## src/rtl/div_unit.sv

```systemverilog
// Iterative radix-2 restoring divider for RV32M DIV/DIVU/REM/REMU.
// Produces one quotient bit per cycle. Divide-by-zero and signed overflow finish in a single cycle.
module div_unit #(
    parameter int XLEN = 32
) (
    input  logic            clk,
    input  logic            reset,
    input  logic            start,
    input  logic [1:0]      op,
    input  logic [XLEN-1:0] dividend,
    input  logic [XLEN-1:0] divisor,
    input  logic            flush,
    output logic            busy,
    output logic            done,
    output logic [XLEN-1:0] result
);

    localparam int CW = $clog2(XLEN);

    typedef enum logic [1:0] {IDLE, CALC, DONE} state_t;

    state_t state, state_nx;

    logic [XLEN:0]   rem;
    logic [XLEN-1:0] quo;
    logic [XLEN-1:0] dvs_mag;
    logic [CW-1:0]   cnt;
    logic            q_neg;
    logic            r_neg;
    logic            rem_sel;

    logic            is_signed;
    logic            a_neg;
    logic            b_neg;
    logic [XLEN-1:0] a_mag;
    logic [XLEN-1:0] b_mag;
    logic            div_zero;
    logic            ovf;
    logic            special;
    logic [XLEN-1:0] special_result;
    logic            accept;

    logic [XLEN:0]   rem_sh;
    logic [XLEN:0]   diff;
    logic [XLEN:0]   rem_nx;
    logic [XLEN-1:0] quo_nx;
    logic [XLEN-1:0] q_val;
    logic [XLEN-1:0] r_val;
    logic [XLEN-1:0] fin_result;

    // Operand decode at acceptance time; overflow result equals the dividend (0x80000000).
    always_comb begin
        is_signed      = ~op[0];
        a_neg          = is_signed & dividend[XLEN-1];
        b_neg          = is_signed & divisor[XLEN-1];
        a_mag          = a_neg ? -dividend : dividend;
        b_mag          = b_neg ? -divisor : divisor;
        div_zero       = (divisor == '0);
        ovf            = is_signed && (dividend == {1'b1, {(XLEN-1){1'b0}}}) && (divisor == '1);
        special        = div_zero | ovf;
        special_result = div_zero ? (op[1] ? dividend : '1) : (op[1] ? '0 : dividend);
        accept         = (state == IDLE) && start && !flush;
    end

    // One restoring step, plus the sign-corrected result for the final iteration.
    always_comb begin
        rem_sh     = {rem[XLEN-1:0], quo[XLEN-1]};
        diff       = rem_sh - {1'b0, dvs_mag};
        rem_nx     = diff[XLEN] ? rem_sh : diff;
        quo_nx     = {quo[XLEN-2:0], ~diff[XLEN]};
        q_val      = q_neg ? -quo_nx : quo_nx;
        r_val      = r_neg ? -rem_nx[XLEN-1:0] : rem_nx[XLEN-1:0];
        fin_result = rem_sel ? r_val : q_val;
    end

    always_ff @(posedge clk) begin
        if (!reset) begin
            state <= IDLE;
        end else begin
            state <= state_nx;
        end
    end

    always_comb begin
        state_nx = state;
        case (state)
            IDLE: if (accept) state_nx = special ? DONE : CALC;
            CALC: begin
                if (flush) begin
                    state_nx = IDLE;
                end else if (cnt == '0) begin
                    state_nx = DONE;
                end
            end
            DONE:    state_nx = IDLE;
            default: state_nx = IDLE;
        endcase
    end

    always_comb begin
        busy = (state != IDLE);
        done = (state == DONE);
    end

    // result is written only on the edge that enters DONE, so a flush leaves it untouched.
    always_ff @(posedge clk) begin
        if (!reset) begin
            rem     <= '0;
            quo     <= '0;
            dvs_mag <= '0;
            cnt     <= '0;
            q_neg   <= 1'b0;
            r_neg   <= 1'b0;
            rem_sel <= 1'b0;
            result  <= '0;
        end else if (accept) begin
            rem     <= '0;
            quo     <= a_mag;
            dvs_mag <= b_mag;
            cnt     <= CW'(XLEN-1);
            q_neg   <= a_neg ^ b_neg;
            r_neg   <= a_neg;
            rem_sel <= op[1];
            if (special) begin
                result <= special_result;
            end
        end else if (state == CALC && !flush) begin
            rem <= rem_nx;
            quo <= quo_nx;
            cnt <= cnt - 1'b1;
            if (cnt == '0) begin
                result <= fin_result;
            end
        end
    end

endmodule

```

## config.mk

```make
export PLATFORM = sky130hd
export DESIGN_NAME = div_unit
export DESIGN_NICKNAME = d
export VERILOG_FILES = /design/src/rtl/div_unit.sv
export SDC_FILE = /design/constraint.sdc
export NUM_CORES = 1
export LEC_CHECK = 0
export CAP_MARGIN = 15
export CORE_UTILIZATION = 66
export CTS_CLUSTER_DIAMETER = 100
export DETAILED_ROUTE_END_ITERATION = 10
export DONT_BUFFER_PORTS = 1
export GPL_TIMING_DRIVEN = 0
export PLACE_DENSITY = 0.82
export SLEW_MARGIN = 20
export SYNTH_ARGS = -nofsm -noshare
export SYNTH_HDL_FRONTEND = slang
export SYNTH_SLANG_ARGS = --single-unit
export TNS_END_PERCENT = 30
```

## constraint.sdc

```tcl
create_clock -name clk -period 7 [get_ports clk]
set_input_delay 1.4 -clock clk [delete_from_list [all_inputs] [get_ports clk]]
set_output_delay 1.4 -clock clk [all_outputs]
set_load 0.05 [all_outputs]
```

Word level (Yosys, flattened, before mapping)
Index checks and enable logic that the tools add are counted.
W data, S select, Z words.
{ "word_totals": {"reg_bits": 138, "latchBits": 0, "ram_bits": 0, "romBits": 0, "input_bits": 70, "out_inout_bits": 34, "word_cells": 66, "mem_count": 0} }
{ "op_classes": {"addsub": 6, "mul": 0, "n_div": 0, "magnitude_cmp": 0, "eq_ne": 7, "n_shift": 0, "n_mux": 22, "bitwise": 7, "n_reduce_logical": 15} }
{ "op_table": {"columns": ["cell", "count"], "rows": [
  ["$mux W32", 15],
  ["$neg A32 Y32", 4],
  ["$eq A32 B32 Y1 const B", 2],
  ["$sub A33 B32 Y33", 1],
  ["$logic_not A32 Y1", 1],
  ["$mux W5", 2],
  ["$mux W2", 4],
  ["$reduce_bool A2 Y1", 3],
  ["$logic_and A1 B1 Y1", 5],
  ["$logic_not A5 Y1", 1],
  ["$sub A5 B1 Y5 const B", 1],
  ["$ne A2 B2 Y1 const B", 2],
  ["$pmux W2 S2", 1],
  ["$ne A3 B3 Y1 const B", 1],
  ["$not A1 Y1", 3],
  ["$reduce_and A3 Y1", 1],
  ["$and A1 B1 Y1", 2],
  ["$eq A2 B1 Y1 const B", 1],
  ["$eq A2 B2 Y1 const B", 1],
  ["$logic_not A2 Y1", 1],
  ["$reduce_and A2 Y1", 1],
  ["$reduce_or A2 Y1", 1],
  ["$logic_not A1 Y1", 1],
  ["$or A1 B1 Y1", 1],
  ["$xor A1 B1 Y1", 1]
]} }

Logic depth before layout (Yosys ltp)
{ "depth": {"ltp_word": 8, "ltp_mapped": 26, "ltp_nobuf": 24} }

Worst setup path after synthesis
No wires, ideal clock.
{ "synth_path": {"path_kind": "register -> register", "from": "register quo[31]", "to": "register result[16]", "setup_ns": 0.134, "t_arrival_ns": 4.981, "required_ns": 6.866, "setup_slack_ns": 1.885, "stages_incl_launch_ff": 26, "n_path_buf": 2, "synth_period_minus_slack_ns": 5.115, "cell_sequence": "dfxtp_1 -> inv_1 -> ha_1 -> inv_1 -> fa_1 -> a211oi_1 -> o211ai_2 -> nand3_1 -> a21oi_1 -> nor3_2 -> nor2_1 -> buf_4 -> inv_2 -> clkbuf_1 -> o21ai_0 -> inv_1 -> ha_1 -> inv_1 -> or4b_1 -> nor4b_1 -> o22ai_1 -> nor3_2 -> a21oi_1 -> xnor2_1 -> a222oi_1 -> a211oi_1"} }
{ "synth_via": {"elab_chain_cells": 8, "elab_cells_between_ends": 11, "cone_classes": "3 x add/sub; 7 x mux; 1 x bitwise"} }
{ "synth_rtl": {"columns": ["item", "line", "source"], "rows": [
  ["start: declaration", "25", "logic [XLEN-1:0] quo;"],
  ["start signal: assignment", "118", "quo <= a_mag;"],
  ["start signal: assignment", "129", "quo <= quo_nx;"],
  ["$sub A33 B32 Y33", "68", "diff = rem_sh - {1'b0, dvs_mag};"],
  ["$mux W32 / $not A1 Y1 (equally long branches)", "69, 70", null],
  ["$neg A32 Y32 (on tied branches)", "72, 71", null],
  ["$mux W32 (on tied branches)", "72, 71", null],
  ["$mux W32 (*)", "73", "fin_result = rem_sel ? r_val : q_val;"],
  ["$mux W32 (*)", "131", "if (cnt == '0) begin"],
  ["$mux W32 (*)", "127", "end else if (state == CALC && !flush) begin"],
  ["$mux W32 (*)", "116", "end else if (accept) begin"],
  ["end signal: assignment", "125", "result <= special_result;"],
  ["end signal: assignment", "132", "result <= fin_result;"],
  ["end: declaration", "15", "output logic [XLEN-1:0] result"]
]} }
Mark *: on every way between the ends. The rest lies on a longest branch, timed or not. The select of a mux whose other input is x is not followed.
A chain may end at the register's enable or synchronous reset.

Final worst setup path
Same ends and word-level chain as after synthesis.

==> metrics <==
worst min path class register to register; Global Route Usage Sum 0.4710; FF-to-FF Start quo[31]; TritonCTS clock tree yes; pin count of the biggest net entering global routing 17; Critical Path AT slightly below 7 ns; Post-synth EDFFs 0; first-pass GRT wire length around 64000 microns; 1st-pass router iterations 8; commonest cells after routing, fill and taps aside nor2_1, nand2_1, dfxtp_1; deepest clock path buffer count 2; WHS Endpoint dvs_mag[22]; top_reg_cell synth dfxtp_1; syn_nets between 1500 and 2000; Root Buffer clkbuf_16; via density per instance between 6 and 7; Yosys reg bits between 100 and 150; Post-CTS Setup Bufs 0; htree depth 4; layout cells sized above 1 0.04738; Core Footprint 16580 sq um; Max IR drop VDD about 0.18 mV; Crit. End Element register; Setup-failing EPs final 0; number of port buffers 0; P&R area growth vs syn 7.513%; Max Fclk 0.1519 GHz; worst slew pin tran approximately 1.3 ns; clock sink total around 140; FFs w/ async S/R, synth 0; Final Max Slew Viols 0; Reg clk slew, reported paths 0.06 ns; CP max FO 10; worst r2r path cells 23; post-layout util 0.7266; per-cell routed wire length about 23 microns; status finished clean; leak pwr around 4.2 nW; R2R Path End result[16]; Synth warnings 0; initial core utilization 0.6759; sequential area share after synthesis 0.2465; hold depth 2; HPWL Detailed roughly 32000 microns; crit path launch type register; setup TNS 0 ns; layout net count 1660; Required @ worst endpoint about 7.3 ns; R2R Setup Slk about 0.41 ns; pwr/cell area about 220 nW/um^2; minimum clock period 6.585 ns; vias in the first global route ~12000; die area 17510 sq um; drt drc 0; Max Cap Viol 0; Placer Congestion roughly 1.1; crit share post-route 0.9407; io pins ~100; Die Span X 132.3 microns; Worst-Skew Late Latency between 0.4 and 0.5 ns; Hold Fails Final Rpt 0; Worst slew margin 0.1247; startpoint of the worst hold path dvs_mag[22]; commonest non-fill, non-tap cell in the layout nor2_1; Synth Instances roughly 1500; Netlist Area Pre-Place 11210 sq um; drt initial violations approximately 2000; Num CTS Buffers 17; Routed WL around 42000 microns; row cnt 47; WS Path Type register to register; Routed Antenna Nets 0; Seq. cell area between 2000 and 3000 sq um; Multi-input gate area ~7900 sq um; Congestion Overflow GR 0; Layout Skew around 0.013 ns; Die H between 100 and 150 microns; synth unique cells 87; number of fillers in the final layout roughly 1400; Vias about 12000; unrepaired setup endpoints after global routing false; initial antenna violation count 1; Synth Area per Inst ~7.3 sq um
[state kept, by name (all words and copies together), names as in the netlist]
signal and cells:
q_neg 1, state 2, rem 32, quo 32, r_neg 1, rem_sel 1
cnt 5, result 32, dvs_mag 32
[final cells by class]
type	count	share of cell area
clock buffers	19	0.03759
multi-input cells	1242	0.6515
clock inverters	12	0.009552
inverters	59	0.01838
well taps	220	0.02284
plain buffers	92	0.03063
diodes	1	0.0002077
flip-flops and latches	138	0.2293
[through the flow]
step	setup slack (ns)	hold WS (ns)	instances	power (mW)	cell area (sq um)
6_report	0.4149	0.4786	1783	2.690	12050
5_1_grt	0.1053	0.5157	1782	2.779	12050
4_1_cts	0.2625	0.4805	1783	2.641	12050
3_5_place_dp	0.2939	0.4648	1752	1.774	11480
3_3_place_gp	0.4681	0.4594	1752	1.759	11480
2_1_floorplan	1.885	0.4319	1532	1.538	11210
[worst max-delay path, stage by stage (launching register included)]
cell,delay [ns]
dfxtp_1,0.32
inv_1,0.10
ha_1,0.18
inv_1,0.06
fa_1,0.43
a211oi_1,0.47
o211ai_2,0.16
nand3_1,0.23
a21oi_1,0.18
o21a_2,0.30
nor2_1,0.16
buf_4,0.24
buf_2,0.33
mux2i_1,0.41
ha_1,0.27
inv_1,0.12
or4b_1,0.55
nor4b_1,0.42
o22ai_1,0.21
nor3_2,0.48
a21oi_1,0.15
xnor2_1,0.28
a222oi_1,0.14
a211oi_1,0.28
[where the power goes]
part	switching (mW)	internal, mW	total, mW	leakage [nW]
clock network	0.379	0.509	0.888	0.272
logic	0.598	0.323	0.921	2.85
registers	0.0564	0.825	0.881	1.13
[metal layers]
metal  vias up  GRT usage  wire, microns
met2       885     0.7075          17470
li1       5620          -              -
met3       185     0.1276           5892
met4         0     0.2011           1880
met1      5761     0.6333          16570
met5         -          0              0
[synthesized netlist by cell type (10+ instances only)]
library cell	number	share of area
o21ai_0	91	0.041
buf_1	11	0.0037
a31oi_1	10	0.0056
o41ai_1	13	0.010
a211oi_1	71	0.048
nor2_1	185	0.062
o211ai_1	13	0.0087
o31ai_1	19	0.013
inv_1	56	0.019
nand4_1	15	0.0084
nand2_1	170	0.057
buf_2	10	0.0045
mux2i_1	29	0.026
nor3_1	38	0.017
xnor2_1	80	0.063
maj3_1	16	0.014
nand2b_1	14	0.0078
dfxtp_1	138	0.25
xor2_1	56	0.044
nand3_1	22	0.0098
a311oi_1	25	0.020
a21oi_1	132	0.059
nor4_1	18	0.010
ha_1	39	0.044
clkbuf_1	70	0.023
or3_1	21	0.012
and3_1	13	0.0073
[kinds of logic (layout without fill, tap and decap cells)]
| kind of cell | Yosys count | count (layout) | synth area share |
|---|---|---|---|
| fa+ha+maj | 56 | 56 | 0.05961 |
| simple gates | 554 | 554 | 0.2325 |
| compound gates | 462 | 462 | 0.2708 |
| buf+inv | 152 | 182 | 0.05303 |
| mux | 34 | 34 | 0.03126 |
| flops | 138 | 138 | 0.2465 |
| xor+xnor | 136 | 136 | 0.1063 |
| other cells | 0 | 1 | 0 |
[how the worst max path moves through the flow]
stage                 start    endpoint  slack, ns  depth (start not counted)
finish              quo[31]  result[16]       0.41                         23
global route        quo[31]  result[22]       0.11                         24
CTS                 quo[31]  result[16]       0.26                         25
detailed placement  quo[31]  result[22]       0.29                         25
global placement    quo[31]  result[16]       0.47                         25
floorplan           quo[31]  result[16]       1.89                         25
[timing repair]
item                                    CTS  global route
hold buffers                              0             0
resized for setup                         0             0
endpoints found under the setup margin    0             7
Note: power is estimated with default switching activity, not from simulation.
